--- src/rtl/rt2ic_enqueue_arbiter.sv ---
// Round-robin enqueue arbiter feeding the RT->IC ray queue.
// Grants at most one core per cycle and reserves queue credits at decision time.
module rt2ic_enqueue_arbiter #(
  parameter  int NUM_RT = 4,
  parameter  int DEPTH  = 32,
  localparam int CNT_W  = $clog2(DEPTH + 1)
) (
  input  logic              clk,
  input  logic              rst,
  input  logic [NUM_RT-1:0] req_RT,
  output logic [NUM_RT-1:0] ack_RT,
  output logic              q_en_PD,
  output logic [NUM_RT-1:0] core_id_PD,
  input  logic              dequeue_IC,
  output logic [CNT_W-1:0]  occupancy,
  output logic              full,
  output logic              empty,
  output logic              err_underflow
);

  localparam int               PTR_W   = (NUM_RT > 1) ? $clog2(NUM_RT) : 1;
  localparam logic [CNT_W-1:0] DEPTH_C = CNT_W'(DEPTH);
  localparam logic [PTR_W:0]   NUM_C   = (PTR_W + 1)'(NUM_RT);
  localparam logic [PTR_W-1:0] LAST_C  = PTR_W'(NUM_RT - 1);

  logic [NUM_RT-1:0] ack_q, ack_d;
  logic [PTR_W-1:0]  rrPtr_q, rrPtr_d;
  logic [CNT_W-1:0]  occupancy_q, occupancy_d;
  logic              errUnderflow_q, errUnderflow_d;

  logic [NUM_RT-1:0] eligible;
  logic [PTR_W:0]    sum;
  logic [PTR_W-1:0]  idx;
  logic [PTR_W-1:0]  winner;
  logic              found;
  logic              underflow;
  logic              popValid;

  always_ff @(posedge clk or posedge rst) begin
    if (rst) begin
      ack_q          <= '0;
      rrPtr_q        <= '0;
      occupancy_q    <= '0;
      errUnderflow_q <= 1'b0;
    end else begin
      ack_q          <= ack_d;
      rrPtr_q        <= rrPtr_d;
      occupancy_q    <= occupancy_d;
      errUnderflow_q <= errUnderflow_d;
    end
  end

  // The core being acked this cycle still holds req, so it is masked out of the search.
  always_comb begin
    eligible = req_RT & ~ack_q;
    sum      = '0;
    idx      = '0;
    winner   = '0;
    found    = 1'b0;
    if (occupancy_q < DEPTH_C) begin
      for (int i = 0; i < NUM_RT; i++) begin
        sum = {1'b0, rrPtr_q} + (PTR_W + 1)'(i);
        if (sum >= NUM_C) sum = sum - NUM_C;
        idx = sum[PTR_W-1:0];
        if (!found && eligible[idx]) begin
          found  = 1'b1;
          winner = idx;
        end
      end
    end
  end

  always_comb begin
    ack_d   = '0;
    rrPtr_d = rrPtr_q;
    if (found) begin
      ack_d[winner] = 1'b1;
      rrPtr_d       = (winner == LAST_C) ? '0 : winner + 1'b1;
    end
  end

  // A pop against an empty count is ignored and flagged; the counter never wraps.
  always_comb begin
    underflow      = dequeue_IC && (occupancy_q == '0);
    popValid       = dequeue_IC && !underflow;
    errUnderflow_d = errUnderflow_q | underflow;
    occupancy_d    = occupancy_q;
    case ({found, popValid})
      2'b10:   occupancy_d = occupancy_q + 1'b1;
      2'b01:   occupancy_d = occupancy_q - 1'b1;
      default: occupancy_d = occupancy_q;
    endcase
  end

  assign ack_RT        = ack_q;
  assign core_id_PD    = ack_q;
  assign q_en_PD       = |ack_q;
  assign occupancy     = occupancy_q;
  assign full          = (occupancy_q == DEPTH_C);
  assign empty         = (occupancy_q == '0);
  assign err_underflow = errUnderflow_q;

endmodule
--- config.mk ---
export PLATFORM = sky130hd
export DESIGN_NAME = rt2ic_enqueue_arbiter
export DESIGN_NICKNAME = d
export VERILOG_FILES = /design/src/rtl/rt2ic_enqueue_arbiter.sv
export SDC_FILE = /design/constraint.sdc
export NUM_CORES = 1
export LEC_CHECK = 0
export BUFFER_PORTS_ARGS = -buffer_cell sky130_fd_sc_hd__buf_2
export CAP_MARGIN = 20
export CORE_ASPECT_RATIO = 0.8
export CORE_UTILIZATION = 30
export DETAILED_ROUTE_END_ITERATION = 16
export MAX_ROUTING_LAYER = met4
export PLACE_DENSITY_LB_ADDON = 0.3
export SETUP_SLACK_MARGIN = 0.1
export SLEW_MARGIN = 5
export SYNTH_ARGS = -nofsm -noshare
export SYNTH_HDL_FRONTEND = slang
export SYNTH_SLANG_ARGS = --single-unit
--- constraint.sdc ---
create_clock -name clk -period 4.7 [get_ports clk]
set_input_delay 0.235 -clock clk [delete_from_list [all_inputs] [get_ports clk]]
set_output_delay 0.235 -clock clk [all_outputs]
set_load 0.02 [all_outputs]
==> Word-level counts from Yosys, hierarchy flattened <==
Cells that the tools add are included.
{ "op_classes": {"n_eq_ne": 4, "n_mux": 34, "magnitude_cmp": 11, "n_reduce_logical": 13, "add_sub_neg": 10, "n_bitwise": 3} }
{ "ops": {"columns": ["cell", "n"], "rows": [
  ["$mux W2", 14],
  ["$lt A2 B3 Y1 const B", 5],
  ["$mux W1", 13],
  ["$pmux W6 S2", 1],
  ["$ge A3 B3 Y1 const B", 3],
  ["$bmux W1 S2", 4],
  ["$sub A2 B1 Y2 const B", 4],
  ["$add A2 B2 Y3 const B", 2],
  ["$add A6 B1 Y6 const B", 1],
  ["$eq A6 B6 Y1 const B", 1],
  ["$logic_and A1 B1 Y1", 6],
  ["$logic_not A6 Y1", 1],
  ["$lt A6 B6 Y1 const B", 1],
  ["$sub A6 B1 Y6 const B", 1],
  ["$and A4 B4 Y4", 1],
  ["$eq A2 B2 Y1 const B", 2],
  ["$logic_not A1 Y1", 4],
  ["$mux W4", 1],
  ["$not A4 Y4", 1],
  ["$reduce_or A4 Y1", 1],
  ["$add A2 B1 Y3 const B", 1],
  ["$ge A2 B3 Y1 const B", 1],
  ["$add A2 B1 Y2 const B", 1],
  ["$demux W1 S2", 1],
  ["other kinds (4)", 4]
]} }
{ "totals": {"out_inout_bits": 18, "elab_cells": 79, "regBits": 13} }

==> Longest topological paths before layout <==
Gate-level depths: netlist of run 1.
{ "depth": {"ltp_word": 24, "ltp_mapped": 10, "ltp_nobuf": 9} }

==> Worst setup path after synthesis of run 1 <==
OpenSTA, ideal clock, no wires.
{ "synth_timing": {"kind": "register to register", "startpoint": "register occupancy_q[0], in the netlist occupancy[0]", "endpoint": "register occupancy_q[5], in the netlist occupancy[5]", "arrival_time_ns": 3.209, "setup_time_ns": 0.136, "path_stages_with_launch": 10, "slack_ns": 1.355, "cell_sequence": "dfrtp_1 or4_1 nor3_1 nor2b_1 ha_1 ha_1 nor4bb_1 a211o_1 a311o_1 xor2_1"} }
{ "synth_via": {"elab_chain_cells": 6, "word_cells_on_any_way": 12, "cone_classes": "add/sub (2); order compare (1); eq/ne (2); mux (2); reduce/logical (5)"} }
{ "synth_lines": {"columns": ["item", "line", "source"], "rows": [
  ["start: declaration", "28", "logic [CNT_W-1:0] occupancy_q, occupancy_d;"],
  ["start signal: assignment", "48", "occupancy_q <= occupancy_d;"],
  ["$logic_not A6 Y1 (*)", null, null],
  ["named net empty", "17", "output logic empty,"],
  ["$logic_and A1 B1 Y1 (*)", "84", "underflow = dequeue_IC && (occupancy_q == '0);"],
  ["$logic_not A1 Y1 (*)", "85", "popValid = dequeue_IC && !underflow;"],
  ["$logic_and A1 B1 Y1 (*)", "85", null],
  ["$eq A2 B1 Y1 or $eq A2 B2 Y1 (tied branches)", "88", "case ({found, popValid})"],
  ["$pmux W6 S2 or $reduce_bool A2 Y1 (tied branches)", null, null]
]} }
The timed path passes the listed nets; every way through them passes the cells marked *.
A chain may end at the register's enable or synchronous reset.

==> Final worst setup path of run 1 <==
{ "layout_timing": {"startpoint": "register occupancy_q[0], in the netlist occupancy[0]", "endpoint": "register occupancy_q[5], in the netlist occupancy[5]"} }
{ "layout_via": {"elab_chain_cells": 6, "word_cells_on_any_way": 12, "cone_classes": "add/sub (2); order compare (1); eq/ne (2); mux (2); reduce/logical (5)"} }
{ "layout_lines": {"columns": ["item"], "rows": [
  ["parallel branches: the longest is 6 deep, another holds $lt A6 B6 Y1"]
]} }
Several ways; the timed one is not identified.

==> results of run 1 <==
-- metrics by stage --
step	area [um^2]	cells	hold slack, ns
floorplan	1000	101	0.112
global placement	1130	159	0.292
detailed placement	1130	159	0.291
CTS	1170	163	0.0379
global route	1170	163	0.0676
finish	1170	163	0.0197
-- registers in the layout, summed over array words and instances (netlist names) --
name           flops
rrPtr_q            2
ack_RT             4
err_underflow      1
occupancy          6
-- cell usage in the layout, fill, tap and decap left out, types with 2 or more instances in the layout --
cell      instances
buf_2            24
dfrtp_1          13
ha_1              9
nand2_1           5
a21oi_1           5
inv_1             4
and2_1            4
nor2b_1           3
nand3_1           3
nor2_1            3
xor2_1            3
or4_1             3
o21ai_1           3
a21o_1            3
clkbuf_8          3
nand2b_2          2
nand2b_1          2
a22oi_1           2
o21ai_0           2
nor4b_1           2
mux2_1            2
nor3_1            2
xnor2_1           2
-- worst min-delay path by stage --
stage	from	endpoint	slack, ns	depth (start not counted)
global route	rst	rrPtr_q[0]	0.07	2
detailed placement	rst	ack_RT[3]	0.29	2
finish	rst	rrPtr_q[0]	0.02	2
CTS	rst	rrPtr_q[1]	0.04	2
floorplan	rst	ack_RT[0]	0.11	1
global placement	rst	ack_RT[3]	0.29	2
-- metal layers --
layer / wire length (um) / global-route usage [%] / vias up
li1: - / - / 413
met4: 0 / 1.06 / 0
met5: 0 / - / -
met2: 895 / 19.7 / 22
met1: 1030 / 17.5 / 381
met3: 109 / 4.66 / 0
-- final cells by class --
class / instances / area, um^2 / area share (%)
multi-input combinational: 78 / 616 / 52.6
inverter: 4 / 15.0 / 1.28
tap: 40 / 50.0 / 4.27
sequential: 13 / 325 / 27.8
clock buffer: 4 / 45.0 / 3.85
timing repair buffer: 24 / 120 / 10.3
-- power groups by stage --
stage | combinational [mW] | sequential [mW] | clock (mW)
final | 0.567 | 0.241 | 0.0965
after global routing | 0.633 | 0.252 | 0.107
after CTS | 0.569 | 0.241 | 0.100
after detailed placement | 0.564 | 0.242 | 0
after global placement | 0.557 | 0.240 | 0
after floorplan | 0.403 | 0.277 | 0
-- cell families after synthesis --
family / after synthesis / share of synthesized area, %
muxes: 2 / 2.25
adders and majority gates: 10 / 13.2
DFF: 13 / 32.5
xor gates and xnor gates: 5 / 4.37
and+or+nand+nor: 36 / 22.5
buffers and inverters: 10 / 6.12
AOI/OAI and AO/OA: 25 / 19.1
==> results.ini, run 1 <==
[outcome]
outcome = complete, no violations

[final_layout]
drive_above_1_share_pct = 27.6
area_growth_pct = 16.9
diodes = 0
layout.nets = 141
fillCellCount = 319
utilization_pct = 37.4

[setup_path]
crit_slowest_cell = or4_1
crit_family = simple AND/OR/NAND/NOR gates
r2r_cells = 9
r2r_slack_ns = 1.61
crit_type = flip-flop to flip-flop
worst_ep_required_time_ns = 4.81
critPathLaunchType = flip-flop
endpoint_kind = flip-flop
cp.depth = 9
critPathMostFrequentCell = ha_1
cp_cell_sequence = or4_1 > nor3_1 > nor2b_1 > ha_1 > ha_1 > nor4bb_1 > a211o_1 > a311o_1 > xor2_1
reg2reg_to = occupancy[5]
critPathCapture = occupancy[5]
critPathArrivalTime_ns = 3.20
crit_path_max_fanout = 9
cpPeakStageDelay_ns = 0.59
critPathBufInv = 0
reg2reg_from = occupancy[0]
cp-startpoint = occupancy[0]

[power]
power_mw = 0.904
pwr-share-seq_pct = 26.6
power_switching_mw = 0.433
ir_worst_vdd_mv = 0.279
internal_power_mw = 0.471
power.density_nw_per_um2 = 772
swShare_pct = 47.9
power_frac_comb_pct = 62.7
power.leakage_nw = 0.571
p_clk_share_pct = 10.7

[place]
io_buffers = 24
place_congestion = 0.768
dp_hpwl_um = 1560
dp_slack_ns = 1.63

[cts]
cts_sinks = 13
cts_hold_buf = 0
ctsRootBufferMaster = clkbuf_8
ctsResizeCount = 0
numCtsBuffers = 3
cts-htree-levels = 1
postCtsSetupBuffers = 0
cts_tree = yes
clk_latency_ns = 0.24
path_clk_slew_ns = 0.05
cts_max_path_buffers = 2

[synth]
yosysSeqAreaShare_pct = 32.5
yosysTopAreaCellShare_pct = 32.5
synth_common_cells = 13 x dfrtp_1, 9 x ha_1, 5 x a21oi_1, 5 x nand2_1
synth_area_per_cell_um2 = 9.92
synth_edf_count = 0
synth_warnings = 0
synth_top_cell_by_area = dfrtp_1
synthFlopType = dfrtp_1
syn_nets = 118
netlist_top_cells_area = dfrtp_1 32%, ha_1 11%, buf_4 3.0%
syn_inst = 101
syn-cell-area_um2 = 1000
synth-seq-cells = 13
ys_types = 42
yosysMostFrequentCell = dfrtp_1
async_flop_share_pct = 100

[global_routing]
antenna_found_initial = 0
grt_max_degree = 14
grt_pass1_vias = 759
overflow = 0
track_usage_pct = 13.1
grt_pass1_wl_um = 3470

[floorplanning]
start_util_pct = 32.0
pin_count = 25
dieArea_um2 = 3580
coreArea_um2 = 3130
die_w_um = 66.6
die-height_um = 53.7
rows = 18

[timing]
post-route-period-util_pct = 65.8
max_freq_mhz = 323
slew_violations = 0
setup_viol = 0
period_minus_slack_ns = 3.09
finalHoldViolCount = 0
layout_setup_ws_ns = 1.61
slew_headroom_pct = 65.7
finClkSkew_ns = 0.00282
worst_pin_slew_ns = 0.514
fin_setup_tns_ns = 0
rsz0062_at_grt = no

[routing]
via_count = 816
drc_errors = 0
wire_per_inst_um = 12.5
wl_um = 2040
drtPass1Iterations = 4
vias_per_cell = 5.01
antenna_left = 0
drt_iter0_markers = 26

[worst_hold_path]
holdCritPathClass = input port to async pin

[job]
cap_viol_max_count = 0

(Power assumes the default switching activity.)
==> run 2: changes to the inputs <==
Clock period 4.7 ns to 2.6 ns, I/O delays scaled along.
==> run 2 against run 1 <==
Against the previous run:
- clock-buffer cell count is 1 lower
- non-clock buffer count increased by 20
- combinational power up 150%
- design area grew 23%
- register-to-register slack lost 1.6 ns
- global-route usage rose by 2.6 points
- wire length is 15% higher
- critical endpoint unchanged
==> results.ini, run 2 (synthesis results as in run 1) <==
[setup_path]
endpoint_kind = flip-flop  ; unchanged
critPathLaunchType = flip-flop  ; unchanged
crit_type = flip-flop to flip-flop  ; unchanged
worst_ep_required_time_ns = 2.72  ; was 4.81 ns
crit_path_max_fanout = 7  ; was 9
critPathArrivalTime_ns = 2.69  ; was 3.20 ns

[cts]
cts-htree-levels = 1  ; unchanged
ctsRootBufferMaster = clkbuf_8  ; unchanged
cts_tree = yes  ; unchanged
numCtsBuffers = 3  ; unchanged
clk_latency_ns = 0.25  ; was 0.24 ns
path_clk_slew_ns = 0.06  ; was 0.05 ns
cts_sinks = 13  ; unchanged
cts_max_path_buffers = 2  ; unchanged

[power]
power_mw = 2.01  ; was 0.904 mW
power.leakage_nw = 0.678  ; was 0.571 nW
ir_worst_vdd_mv = 0.589  ; was 0.279 mV
power.density_nw_per_um2 = 1400  ; was 772 nW/um^2

[routing]
vias_per_cell = 5.04  ; was 5.01
drtPass1Iterations = 4  ; unchanged
antenna_left = 0  ; unchanged
via_count = 922  ; was 816
drt_iter0_markers = 37  ; was 26
wire_per_inst_um = 12.7  ; was 12.5 um
wl_um = 2330  ; was 2040 um
drc_errors = 0  ; unchanged

[job]
cap_viol_max_count = 0  ; unchanged

[global_routing]
overflow = 0  ; unchanged
grt_pass1_vias = 841  ; was 759
track_usage_pct = 15.7  ; was 13.1%
grt_max_degree = 14  ; unchanged
antenna_found_initial = 0  ; unchanged
grt_pass1_wl_um = 3900  ; was 3470 um

[final_layout]
layout.nets = 161  ; was 141
final_common_cell = buf_2  ; unchanged
final_cell_mix = 23 x buf_2, 19 x buf_4, 10 x dfrtp_1  ; was 24 x buf_2, 13 x dfrtp_1, 9 x ha_1
instances_no_fill = 183  ; was 163
area_growth_pct = 43.2  ; was 16.9%
diodes = 0  ; unchanged
drive_above_1_share_pct = 47.6  ; was 27.6%
largest_register_ffs = 6  ; unchanged

[floorplanning]
start_util_pct = 32.0  ; unchanged
die-height_um = 53.7  ; unchanged
coreArea_um2 = 3130  ; unchanged
rows = 18  ; unchanged
pin_count = 25  ; unchanged
dieArea_um2 = 3580  ; unchanged
die_w_um = 66.6  ; unchanged

[place]
dp_hpwl_um = 1790  ; was 1560 um
placed_cells = 169  ; was 159
place_congestion = 0.904  ; was 0.768
io_buffers = 24  ; unchanged

[timing]
worst_pin_slew_ns = 0.497  ; was 0.514 ns
setup_viol = 0  ; unchanged
slew_violations = 0  ; unchanged
finClkSkew_ns = 0.00134  ; was 0.00282 ns
slew_headroom_pct = 66.8  ; was 65.7%
rsz0062_at_grt = yes  ; was no
max_freq_mhz = 389  ; was 323 MHz
post-route-period-util_pct = 98.8  ; was 65.8%
finalHoldViolCount = 0  ; unchanged
period_minus_slack_ns = 2.57  ; was 3.09 ns

[worst_hold_path]
holdCritPathClass = input port to flip-flop  ; was input port to async pin

[outcome]
outcome = complete, no violations  ; unchanged

[run 2: power by group]
group	leakage, nW	internal (mW)	switching (mW)
clock network	0.0255	0.106	0.0768
logic	0.495	0.691	0.719
registers	0.158	0.306	0.108
[run 2: worst max-delay path, cell delays in order, from the launching register on]
cell	delay, ns
dfrtp_2	0.40
or4_4	0.55
nor3_4	0.16
nor2b_2	0.08
ha_4	0.21
ha_4	0.23
nor4bb_1	0.15
a211o_1	0.23
a311o_1	0.28
xor2_1	0.14
[run 2: what timing repair did]
action	4_1_cts	5_1_grt
endpoints found under the hold margin	13	0
resized for setup	1	4
buffers inserted	11	0
pin swaps	5	0
cloned	0	0
hold buffers	1	0
setup endpoints to repair	2	3
[run 2: area by class of cell]
class                           count  area [um^2]
Clock buffer                        3         41.3
Clock inverter                      1         5.00
Fill cell                         311         1700
Inverter                            4         15.0
Multi-Input combinational cell     78          716
Sequential cell                    13          329
Tap cell                           40         50.0
Timing Repair Buffer               44          279
[run 2: path summary, 6_finish.rpt]
check | from | end | slack [ns] | cells past startpoint
min in group asynchronous | rst | rrPtr_q[1] | 0.45 | 3
hold reg to reg | err_underflow | err_underflow | 0.45 | 1
max in group asynchronous | rst | occupancy[1] | 1.79 | 3
hold / removal | dequeue_IC | err_underflow | 0.11 | 2
setup / recovery | occupancy[0] | occupancy[5] | 0.03 | 9
setup reg to reg | occupancy[0] | occupancy[5] | 0.03 | 9
[run 2: routing by layer]
metal | up-vias | global-route usage [%] | part of all wire (%)
met1 | 445 | 20.4 | 49
met3 | 4 | 3.81 | 4.1
li1 | 452 | - | -
met2 | 21 | 23.4 | 46
met5 | - | - | 0
met4 | 0 | 6.38 | 1.5
[run 2: stage by stage]
stage          cell area [um^2]  setup slack (ns)  setup TNS (ns)  hold slack (ns)  utilization [%]
6_report                   1440            0.0322               0            0.111             45.8
5_1_grt                    1440           -0.0369         -0.0447            0.122             45.8
4_1_cts                    1440            0.0308               0            0.105             45.9
3_5_place_dp               1290           -0.0600         -0.0600            0.191             41.3
3_3_place_gp               1290            0.0274               0            0.173             41.3
2_1_floorplan              1100            -0.218          -0.356          0.00676                -
==> run 3: changes to the inputs <==
Settings changed: CELL_PAD_IN_SITES_DETAIL_PLACEMENT from default to 1, CELL_PAD_IN_SITES_GLOBAL_PLACEMENT from default to 2, CORE_UTILIZATION 30 to 29.
==> run 3 against run 2 <==
Against the previous run:
- the run now ends with negative setup slack left
- sequential power grew 3%
- worst setup slack lost 0.057 ns
- utilization is essentially flat
- clock-buffer cell count grew 1
- first-iteration DRC count shrank 5.4%
- wire length grew 33%
- register-to-register slack lost 0.06 ns
- die area grew 3.3%
- sequential share of layout area shrank 0.51 points
- clock power is essentially flat
- critical path depth is the same
==> results.ini, run 3 (synthesis results as in run 1) <==
[outcome]
outcome = finished, violations left  ; was complete, no violations
violations = negative setup slack

[routing]
drc_errors = 0  ; unchanged
drt_iter0_markers = 35  ; was 37
wire_per_inst_um = 16.7  ; was 12.7 um
drtPass1Iterations = 4  ; unchanged
antenna_left = 0  ; unchanged
wl_um = 3100  ; was 2330 um
vias_per_cell = 5.16  ; was 5.04
via_count = 954  ; was 922

[cts]
path_clk_slew_ns = 0.06  ; about the same
cts_tree = yes  ; unchanged
ctsRootBufferMaster = clkbuf_8  ; unchanged
numCtsBuffers = 3  ; unchanged
clk_latency_ns = 0.25  ; about the same
cts_max_path_buffers = 2  ; unchanged
cts_sinks = 13  ; unchanged
cts-htree-levels = 1  ; unchanged

[global_routing]
overflow = 0  ; unchanged
antenna_found_initial = 0  ; unchanged
grt_max_degree = 14  ; unchanged
grt_pass1_wl_um = 4640  ; was 3900 um
grt_pass1_vias = 914  ; was 841
track_usage_pct = 18.8  ; was 15.7%

[timing]
finalHoldViolCount = 0  ; unchanged
worst_pin_slew_ns = 0.500  ; was 0.497 ns
layout_setup_ws_ns = -0.0244  ; was 0.0322 ns
fin_setup_tns_ns = -0.0244  ; was 0 ns
finClkSkew_ns = 0.00361  ; was 0.00134 ns
rsz0062_at_grt = yes  ; unchanged
setup_viol = 1  ; was 0
slew_violations = 0  ; unchanged
max_freq_mhz = 381  ; was 389 MHz
slew_headroom_pct = 66.6  ; was 66.8%
period_minus_slack_ns = 2.62  ; was 2.57 ns
post-route-period-util_pct = 101  ; was 98.8%

[setup_path]
crit_type = flip-flop to flip-flop  ; unchanged
endpoint_kind = flip-flop  ; unchanged
crit_path_max_fanout = 6  ; was 7
worst_ep_required_time_ns = 2.72  ; about the same
critPathLaunchType = flip-flop  ; unchanged
critPathArrivalTime_ns = 2.75  ; was 2.69 ns

[power]
power.leakage_nw = 0.687  ; was 0.678 nW
ir_worst_vdd_mv = 0.555  ; was 0.589 mV
power.density_nw_per_um2 = 1410  ; was 1400 nW/um^2
power_mw = 2.07  ; was 2.01 mW

[final_layout]
drive_above_1_share_pct = 46.9  ; was 47.6%
final_common_cell = buf_2  ; unchanged
layout.nets = 163  ; was 161
largest_register_ffs = 6  ; unchanged
diodes = 0  ; unchanged
utilization_pct = 45.9  ; was 45.8%
instances_no_fill = 185  ; was 183
area_growth_pct = 46.4  ; was 43.2%
fillCellCount = 366  ; was 311
final_cell_mix = 23 x buf_2, 12 x buf_4, 10 x dfrtp_1  ; was 23 x buf_2, 19 x buf_4, 10 x dfrtp_1

[job]
cap_viol_max_count = 0  ; unchanged

[floorplanning]
dieArea_um2 = 3700  ; was 3580 um^2
start_util_pct = 31.3  ; was 32.0%
die_w_um = 67.7  ; was 66.6 um
coreArea_um2 = 3200  ; was 3130 um^2
die-height_um = 54.6  ; was 53.7 um
rows = 18  ; unchanged
pin_count = 25  ; unchanged

[place]
place_congestion = 0.790  ; was 0.904
placed_cells = 170  ; was 169
io_buffers = 24  ; unchanged
dp_hpwl_um = 2270  ; was 1790 um

[worst_hold_path]
holdCritPathClass = input port to flip-flop  ; unchanged

[run 3: cell count changes in the layout (fill, tap and decap cells not counted)]
cell	before	now
buf_6	1	9
a211oi_4	1	0
buf_4	19	12
clkinv_2	1	0
a211oi_2	0	1
clkbuf_1	0	1
buf_1	0	1
[run 3: worst max-delay path: stages, from the launching register on]
cell and delay [ns]:
dfrtp_2 0.40, or4_4 0.56, nor3_4 0.22, nor2b_2 0.08, ha_4 0.22, ha_4 0.23
a211oi_2 0.25, nor2_1 0.09, a311o_1 0.32, xor2_1 0.14
[run 3: power by group]
| part | total [mW] | internal (mW) | switching (mW) |
|---|---|---|---|
| clock | 0.184 | 0.108 | 0.0757 |
| combinational | 1.46 | 0.700 | 0.761 |
| sequential | 0.425 | 0.306 | 0.119 |
[run 3: worst paths after layout]
check	startpoint	endpoint	slack, ns	cells past startpoint
max in group asynchronous	rst	occupancy[2]	1.79	3
setup / recovery	occupancy[2]	occupancy[5]	-0.02	9
setup reg to reg	occupancy[2]	occupancy[5]	-0.02	9
min in group asynchronous	rst	ack_RT[0]	0.44	3
hold / removal	dequeue_IC	err_underflow	0.10	2
hold reg to reg	err_underflow	err_underflow	0.47	1
[run 3: layout make-up]
class | count | area, um^2 | share of cell area [%]
clock buffers | 4 | 45.0 | 3.07
inverters | 4 | 15.0 | 1.02
multi-input cells | 78 | 708 | 48.3
flip-flops and latches | 13 | 329 | 22.4
well taps | 40 | 50.0 | 3.41
repair buffers | 46 | 320 | 21.8
[run 3: stage by stage]
step	hold slack [ns]	cell area, um^2	setup slack [ns]
floorplan	0.00676	1100	-0.218
global placement	0.182	1300	-0.00322
detailed placement	0.188	1300	-0.0350
CTS	0.120	1440	0.0496
global route	0.115	1470	-0.119
finish	0.104	1470	-0.0244
[run 3: what timing repair did]
item / CTS / global route
hold buffers: 1 / 0
pin swaps: 4 / 2
endpoints found under the setup margin: 2 / 3
endpoints found under the hold margin: 13 / 0
gates resized for setup: 2 / 10
setup buffers: 11 / 0
cloned: 0 / 0
[run 3: layer usage]
layer / global-route usage (%) / routed length (um)
met5: - / 0
met4: 3.19 / 13
met3: 5.63 / 141
met2: 29.5 / 1470
met1: 24.0 / 1470
